==> config.mk <==
export PLATFORM = sky130hd
export DESIGN_NAME = load_use_scoreboard
export DESIGN_NICKNAME = d
export VERILOG_FILES = /design/src/rtl/load_use_scoreboard.sv
export SDC_FILE = /design/constraint.sdc
export NUM_CORES = 1
export LEC_CHECK = 0
export ABC_AREA = 1
export BUFFER_PORTS_ARGS = -buffer_cell sky130_fd_sc_hd__buf_2
export CAP_MARGIN = 25
export CORE_MARGIN = 5
export CORE_UTILIZATION = 42
export DETAILED_ROUTE_END_ITERATION = 10
export PLACE_DENSITY_LB_ADDON = 0.12
export SYNTH_ARGS = -nofsm -noshare
export SYNTH_HDL_FRONTEND = slang
export SYNTH_SLANG_ARGS = --single-unit
==> constraint.sdc <==
create_clock -name clk -period 2.3 [get_ports clk]
set_clock_uncertainty 0.1 [all_clocks]
set_input_delay 0.345 -clock clk [delete_from_list [all_inputs] [get_ports clk]]
set_output_delay 0.345 -clock clk [all_outputs]
set_load 0.01 [all_outputs]
==> src/rtl/load_use_scoreboard.sv <==
// Load-use hazard scoreboard: tracks in-flight load destinations and stalls dependent decodes.
// Optional bubble counter enabled by defining LOAD_USE_STALL_CNT_EN.
module load_use_scoreboard #(
    parameter int unsigned REG_W    = 5,
    parameter int unsigned LOAD_LAT = 1,
    parameter int unsigned CNT_W    = 16
) (
    input  logic             clk,
    input  logic             reset,
    input  logic             id_valid,
    input  logic [REG_W-1:0] id_rs1,
    input  logic [REG_W-1:0] id_rs2,
    input  logic             id_rs1_used,
    input  logic             id_rs2_used,
    input  logic             id_is_load,
    input  logic [REG_W-1:0] id_rd,
    input  logic             id_rd_wr,
    input  logic             flush,
    input  logic             mem_ready,
    output logic             stall,
    output logic             kill,
    output logic             busy,
    output logic [CNT_W-1:0] stall_count
);

    logic [LOAD_LAT-1:0] vld_q, vld_d;
    logic [REG_W-1:0]    rd_q [LOAD_LAT];
    logic [REG_W-1:0]    rd_d [LOAD_LAT];

    logic rs1_hit, rs2_hit, src_hit, hazard, capture;

    always_comb begin
        rs1_hit = 1'b0;
        rs2_hit = 1'b0;
        for (int k = 0; k < int'(LOAD_LAT); k++) begin
            if (vld_q[k] && rd_q[k] == id_rs1) rs1_hit = 1'b1;
            if (vld_q[k] && rd_q[k] == id_rs2) rs2_hit = 1'b1;
        end
        // Register 0 never creates a dependency.
        src_hit = id_valid &&
                  ((id_rs1_used && id_rs1 != '0 && rs1_hit) ||
                   (id_rs2_used && id_rs2 != '0 && rs2_hit));
        hazard  = src_hit && !flush;
        stall   = hazard || !mem_ready;
        kill    = hazard && mem_ready;
        busy    = |vld_q;
        capture = id_valid && id_is_load && id_rd_wr && id_rd != '0 && !hazard && !flush;
    end

    always_comb begin
        vld_d = vld_q;
        rd_d  = rd_q;
        if (mem_ready) begin
            for (int k = int'(LOAD_LAT) - 1; k > 0; k--) begin
                vld_d[k] = vld_q[k-1];
                rd_d[k]  = rd_q[k-1];
            end
            vld_d[0] = capture;
            rd_d[0]  = id_rd;
        end
    end

    always_ff @(posedge clk) begin
        if (reset) begin
            vld_q <= '0;
        end else begin
            vld_q <= vld_d;
        end
        rd_q <= rd_d;
    end

`ifdef LOAD_USE_STALL_CNT_EN
    logic [CNT_W-1:0] cnt_q, cnt_d;

    always_comb begin
        cnt_d = cnt_q;
        if (kill && cnt_q != '1) cnt_d = cnt_q + CNT_W'(1);
    end

    always_ff @(posedge clk) begin
        if (reset) begin
            cnt_q <= '0;
        end else begin
            cnt_q <= cnt_d;
        end
    end

    assign stall_count = cnt_q;
`else
    assign stall_count = '0;
`endif

endmodule

# After elaboration in Yosys (flattened, before gate mapping)
# Cells that the tools add are included.
word_totals:
  input_bits: 24
  ff_bits: 6
op_classes:
  n_eq_ne: 2
  reduce_logical: 22
  n_mux: 2
ops:
  columns: ["cell", "n"]
  rows:
  - ["nonzero test 5 bit", 3]
  - ["logical AND 1 bit", 14]
  - ["== test 5 bit", 2]
  - ["zero test 1 bit", 3]
  - ["logical OR 1 bit", 2]
  - ["two-way mux 1 bit", 2]

# Logic depth before layout (Yosys ltp)
# Gate-level depths: netlist of the first run.
logic_depth:
  ltp_word: 10
  depth_mapped: 9
  depth_no_buf: 9

# Least setup slack after synthesis of the first run
# OpenSTA, ideal clock, no wires.
synth_path:
  path_type: "flip-flop to output port"
  start: "reg rd_q[3] (netlist name)"
  end: "out kill"
  n_path_buf: 0
  slack_ns: 0.866
  required_time_ns: 1.855
  stages_incl_launch_ff: 8
  t_arrival_ns: 0.989
  cell_sequence: "edfxtp_1 > nand2_1 > nand2_1 > nor2_1 > nand4_1 > nand2_1 > nand2_2 > nor2_1"
synth_between:
  elab_chain_cells: 8
  elab_cells_between_ends: 12
  cone_classes: "eq/ne: 2; mux: 2; reduce/logical: 8"
synth_lines:
  columns: ["item", "line", "source"]
  rows:
  - ["start: declaration", "27", "logic [REG_W-1:0] rd_q [LOAD_LAT];"]
  - ["start signal: assignment", "69", "rd_q <= rd_d;"]
  - ["== test 5 bit (on tied branches)", "36, 37", null]
  - ["logical AND 1 bit (on tied branches)", "36, 37", null]
  - ["two-way mux 1 bit (on tied branches)", "36, 37", null]
  - ["logical AND 1 bit (on tied branches)", "41, 42", null]
  - ["logical OR 1 bit (*)", "41", "((id_rs1_used && id_rs1 != '0 && rs1_hit) ||"]
  - ["logical AND 1 bit (*)", "40", "src_hit = id_valid &&"]
  - ["logical AND 1 bit (*)", "43", "hazard = src_hit && !flush;"]
  - ["logical AND 1 bit (*)", "45", "kill = hazard && mem_ready;"]
  - ["end: declaration", "21", "output logic kill,"]
# Mark *: on every way between the ends. The rest lies on a longest branch, timed or not.

# Final worst setup path of the first run
layout_path:
  start: "reg rd_q[1] (netlist name)"
  end: "out kill"
# The elaborated chain is that of the path after synthesis.

==> results.tsv, run 1 <==
stage	metric	value	unit
place	DP Worst Slack	713	ps
die	Die W	47.9	um
timing	Max Clock Freq	0.554	GHz
die	FP Rows	13	
die	Initial Util	45.3	%
worst_setup_path	CP max FO	3	
timing	final period demand of the worst path	1800	ps
timing	final setup TNS	0	ps
place	DPL Wire Length	1.07	mm
power_and_ir_drop	PwrDens	436	nW/um^2
routing	DRC violations left	0	
synthesis	number of synthesized register bits	6	
routing	Total Routed Length	1.24	mm
worst_setup_path	worst endpoint required time	1860	ps
synthesis	prevailing post-synth register cell	edfxtp_1	
die	Core Box Area	1330	um^2
worst_setup_path	CP Launch Type	flip-flop	
clocking	# clock sinks	6	
worst_setup_path	CP peak stage delay	430	ps
routing	post-route ant nets	0	
power_and_ir_drop	Worst VDD drop	0.000246	V
grt	grt total ovfl	0	
power_and_ir_drop	cell leakage power	0.000449	uW
synthesis	Post-synth EDFFs	5	
timing	fin. max-slew vios	0	
timing	final hold vios	0	
synthesis	Ys Warns	0	
worst_setup_path	critical-path cell list	nand2_1, nand2_1, nor2_1, nand4_1, nand2_1, nand2_2, nor2_1, buf_2	
synthesis	ys async rst share	0	%
synthesis	top post-synthesis cells by count	nand2_1, buf_4, nor2_1	
routing	Vias	584	
final_layout	Layout area overhead	18.4	%
synthesis	Yosys top cell by area	edfxtp_1	
routing	vias per cell	4.08	
timing	post-route clock period utilization	78.4	%
clocking	Num CTS Buffers	3	
die	Die ar.	2300	um^2
grt	largest net degree at the start of global routing	9	
clocking	clock root cell	clkbuf_4	
worst_setup_path	most used cell, CP	nand2_1	
synthesis	synthesized instance count	99	
clocking	CTS Hold Bufs	0	
place	PortBufs	26	
final_layout	Final Util	53.7	%
grt	vias in the first global route	511	
routing	initial detailed-routing violation count	7	
outcome	outcome	complete, no violations	
synthesis	Mean Syn Cell Area	6.10	um^2
clocking	worst-skew pair later-pin latency	240	ps
synthesis	most frequent cell after synthesis	nand2_1	
grt	first-pass GRT wire length	1.83	mm
place	RePlAce Congestion	0.732	
synthesis	sequential fraction of the synthesis area	28.2	%
routing	WL per Instance	8.68	um
die	I/O pin total	43	
clocking	clk slew on worst S/H paths	50	ps
grt	antenna violations before repair	0	
final_layout	# diodes	0	
worst_setup_path	WP buf/inv	1	
worst_setup_path	CP arrival	1360	ps
clocking	Bufs on Longest Clock Path	2	
timing	Final Setup Violations	0	
final_layout	Post-layout nets	153	
worst_setup_path	Setup CP Type	reg2out	
grt	GRT Total Usage	11.8	%
run	max cap viols	0	
place	dpl cells	139	
worst_setup_path	Worst setup EP type	output port	
worst_setup_path	CP top delay family	simple AND/OR/NAND/NOR gates	
worst_setup_path	CP max stage cell	edfxtp_1	
clocking	post-CTS repair timing setup buffer count	0	
timing	final worst slack	496	ps
final_layout	layout cell share with drive strength beyond 1	29.7	%
synthesis	largest cells by area after synthesis	edfxtp_1, nand2_1, buf_4, nor2_1, inv_1	
timing	RSZ-0062 raised after global routing	false	
hold_path	worst hold path type	in2reg	
clocking	CTS tree	yes	
clocking	CTS resizes	0	
routing	first drt pass iteration count	4	
synthesis	Distinct cells, synth	15	
die	die height	47.9	um
synthesis	Yosys top cell area share	24.8	%
clocking	H-Tree Level Count	1	
synthesis	Mapped Area	604	um^2
final_layout	Post-Layout Cell Count	143	
timing	Hold Slack	163	ps
[kinds of logic (layout without fill, tap and decap cells)]
logic type             Yosys count  count (layout)  synth area share, %
DFF                              6               6                 28.2
and+or+nand+nor                 57              57                 38.7
other                            1              16                0.621
AOI/OAI and AO/OA                1               1                 1.45
buffers and inverters           34              48                 31.1
[path summary, 6_finish.rpt]
path	startpoint	to	slack [ps]	depth (start not counted)
hold reg to reg	busy	busy	410	2
setup / recovery	rd_q[1]	kill	500	8
hold / removal	reset	busy	160	2
setup reg to reg	rd_q[1]	busy	1070	8
[cell type report]
| cell class | count | area (um^2) |
|---|---|---|
| Clock buffer | 4 | 26.3 |
| Fill cell | 162 | 618 |
| Inverter | 18 | 67.6 |
| Multi-Input combinational cell | 74 | 303 |
| Sequential cell | 6 | 170 |
| Tap cell | 15 | 18.8 |
| Timing Repair Buffer | 26 | 130 |
[power breakdown]
| part | total, uW | internal [uW] | switching (uW) |
|---|---|---|---|
| Combinational | 77.0 | 29.6 | 47.4 |
| Clock | 102 | 65.6 | 36.8 |
| Sequential | 133 | 127 | 6.00 |
[layer usage]
metal	vias to the layer above	track usage, %	routed length, um
met5	-	0	0
li1	318	-	-
met3	2	2.26	143
met4	0	8.06	8
met1	236	13.1	455
met2	28	20.1	634
[sequential cells by signal (all words and copies together) (netlist names)]
name,flops
busy,1
rd_q,5
[layout by cell type, fill, tap and decap left out, types with 3 or more instances in the layout]
cell type / Yosys / final
nor2_1: 13 / 13
edfxtp_1: 5 / 5
conb_1: 1 / 16
nand2_1: 37 / 37
inv_1: 12 / 12
buf_2: 0 / 26
inv_2: 5 / 5
nand4_1: 3 / 3
clkbuf_4: 0 / 3
[metrics by stage]
step | total power [uW] | cell area [um^2]
2_1_floorplan | 198 | 661
3_3_place_gp | 209 | 689
3_5_place_dp | 211 | 689
4_1_cts | 317 | 716
5_1_grt | 339 | 716
6_report | 312 | 716
[worst register-to-register path: stages, from the launching register on]
cell and delay [ps]:
edfxtp_1 430, nand2_1 90, nand2_1 50, nor2_1 90, nand4_1 90, nand2_1 80
nand2_2 70, nand3_2 70, a21oi_2 50
Note: power is estimated with default switching activity, not from simulation.
==> run 2: changes to the inputs <==
--- a/config.mk
+++ b/config.mk
@@ -9,7 +9,7 @@
 export BUFFER_PORTS_ARGS = -buffer_cell sky130_fd_sc_hd__buf_2
 export CAP_MARGIN = 25
 export CORE_MARGIN = 5
-export CORE_UTILIZATION = 42
+export CORE_UTILIZATION = 39
 export DETAILED_ROUTE_END_ITERATION = 10
 export PLACE_DENSITY_LB_ADDON = 0.12
 export SYNTH_ARGS = -nofsm -noshare
==> constraint.sdc (replaced) <==
create_clock -name clk -period 1.85 [get_ports clk]
set_clock_uncertainty 0.1 [all_clocks]
set_input_delay 0.2775 -clock clk [delete_from_list [all_inputs] [get_ports clk]]
set_output_delay 0.2775 -clock clk [all_outputs]
set_load 0.01 [all_outputs]
==> results.tsv, run 2 (same netlist as run 1, synthesis figures left out) <==
stage	metric	value	unit	change
place	DP Worst Slack	330	ps	-383 ps
power_and_ir_drop	Gate power share	24.8	%	about the same
final_layout	Top reg by flops	rd_q		
worst_setup_path	CP max FO	3		unchanged
timing	Final Setup Violations	0		unchanged
die	Initial Util	40.6	%	-4.7 points
clocking	CTS Hold Bufs	0		unchanged
clocking	Bufs on Longest Clock Path	2		unchanged
timing	final period demand of the worst path	1810	ps	
timing	RSZ-0062 raised after global routing	true		
clocking	worst-skew pair later-pin latency	250	ps	about the same
final_layout	fillers	170		+4.9%
worst_setup_path	worst r2r path cells	9		+1
grt	largest net degree at the start of global routing	9		unchanged
routing	Total Routed Length	1.23	mm	-0.73%
die	Die ar.	2440	um^2	+6.1%
final_layout	register area	170	um^2	unchanged
clocking	clk slew on worst S/H paths	50	ps	about the same
timing	final worst slack	36.7	ps	-459 ps
clocking	H-Tree Level Count	1		unchanged
worst_setup_path	worst endpoint required time	1470	ps	-390 ps
grt	grt total ovfl	0		unchanged
final_layout	commonest cells after routing, fill and taps aside	nand2_1, buf_2, conb_1		
worst_setup_path	critical-path cell list	nand2_1, nand2_1, nor2_1, nand4_1, nand2_1, nand2_2, nor2_1, buf_2		
place	DPL Wire Length	1.09	mm	+2.2%
worst_setup_path	CP Launch Type	flip-flop		
worst_setup_path	Setup CP Type	reg2out		
place	dpl cells	140		+0.72%
hold_path	worst hold path type	in2reg		
final_layout	layout cell share with drive strength beyond 1	30.2	%	+0.55 points
power_and_ir_drop	Clock Power Share	33.0	%	+0.2 points
routing	first drt pass iteration count	4		unchanged
clocking	# clock sinks	6		unchanged
clocking	clock root cell	clkbuf_4		
final_layout	Layout area overhead	19.9	%	
routing	post-route ant nets	0		unchanged
timing	Max Clock Freq	0.551	GHz	
run	max cap viols	0		unchanged
grt	vias in the first global route	496		-2.9%
power_and_ir_drop	cell leakage power	0.000452	uW	+0.76%
final_layout	Post-layout nets	154		+0.65%
power_and_ir_drop	Pint	276	uW	+24%
worst_setup_path	CP max stage cell	edfxtp_1		
final_layout	# diodes	0		unchanged
hold_path	hold_sp	reset		
die	FP Rows	14		+1
routing	DRC violations left	0		unchanged
power_and_ir_drop	Worst VDD drop	0.000321	V	+31%
die	I/O pin total	43		unchanged
final_layout	Final Util	48.7	%	-5.0 points
timing	final setup TNS	0	ps	unchanged
power_and_ir_drop	Sw Share	28.9	%	about the same
die	Core Box Area	1490	um^2	+12%
routing	Vias	576		-1.4%
worst_setup_path	crit path from	rd_q[3]		
worst_setup_path	CP arrival	1440	ps	+80 ps
grt	GRT Total Usage	10.0	%	-1.8 points
clocking	Num CTS Buffers	3		unchanged
place	RePlAce Congestion	0.843		+15%
hold_path	Min-Delay Path Depth	2		unchanged
place	PortBufs	26		unchanged
timing	final hold vios	0		unchanged
timing	post-route clock period utilization	98.0	%	
power_and_ir_drop	Seq pwr share	42.3	%	-0.2 points
worst_setup_path	most used cell, CP	nand2_1		
grt	antenna violations before repair	0		unchanged
power_and_ir_drop	PwrDens	536	nW/um^2	+23%
worst_setup_path	RR Startpoint	rd_q[3]		
outcome	outcome	complete, no violations		
final_layout	most common cell after layout, fill and taps aside	nand2_1		
die	Die W	49.4	um	+3.0%
grt	first-pass GRT wire length	1.88	mm	+2.6%
routing	initial detailed-routing violation count	8		+1
timing	fin. max-slew vios	0		unchanged
worst_setup_path	CP peak stage delay	420	ps	about the same
die	die height	49.4	um	+3.0%
final_layout	Post-Layout Cell Count	145		+1.4%
final_layout	Largest register FFs	5		unchanged
final_layout	multi-input logic area	303	um^2	unchanged
clocking	CTS tree	yes		
worst_setup_path	Worst setup EP type	output port		
routing	vias per cell	3.97		-2.7%
routing	WL per Instance	8.50	um	-2.1%
power_and_ir_drop	P_sw	112	uW	+24%
-- run 2: worst max-delay path, delay by kind of cell, from the launching register on --
family	cells	cell delay, ps
and+or+nand+nor	7	620
buffers and inverters	1	130
DFF	1	420
-- run 2: final cells by class --
cell class	count	area share (%)
Inverter	18	9.33
Tap cell	16	2.76
Clock buffer	4	3.63
Timing Repair Buffer	27	19.0
Multi-Input combinational cell	74	41.8
Sequential cell	6	23.5
-- run 2: path summary, 6_finish.rpt --
path                to  slack (ps)
setup / recovery  kill          40
hold / removal    busy          90
setup reg to reg  busy         440
hold reg to reg   busy         410
-- run 2: power by group through the flow --
stage          Sequential, uW  Clock [uW]  Combinational [uW]
2_1_floorplan             166           0                80.2
6_report                  164         128                96.1
5_1_grt                   165         147                 110
4_1_cts                   164         134                95.6
3_5_place_dp              166           0                95.0
3_3_place_gp              166           0                94.8
-- run 2: metrics by stage --
step	area, um^2	total power (uW)	hold WS [ps]
floorplan	661	246	240
global placement	691	261	340
detailed placement	691	261	338
CTS	717	394	82.1
global route	724	422	79.8
finish	724	388	90.9
-- run 2: metal layers --
layer	vias up	global-route usage [%]	share of wire (%)
met5	-	0	0
met2	27	15.9	46
met1	225	10.4	38
met4	0	8.07	2.4
met3	3	3.67	13
li1	321	-	-
-- run 2: repair_timing --
item                                    CTS  global route
buffers inserted                          0             1
resized for setup                         0             0
endpoints found under the setup margin    0             2
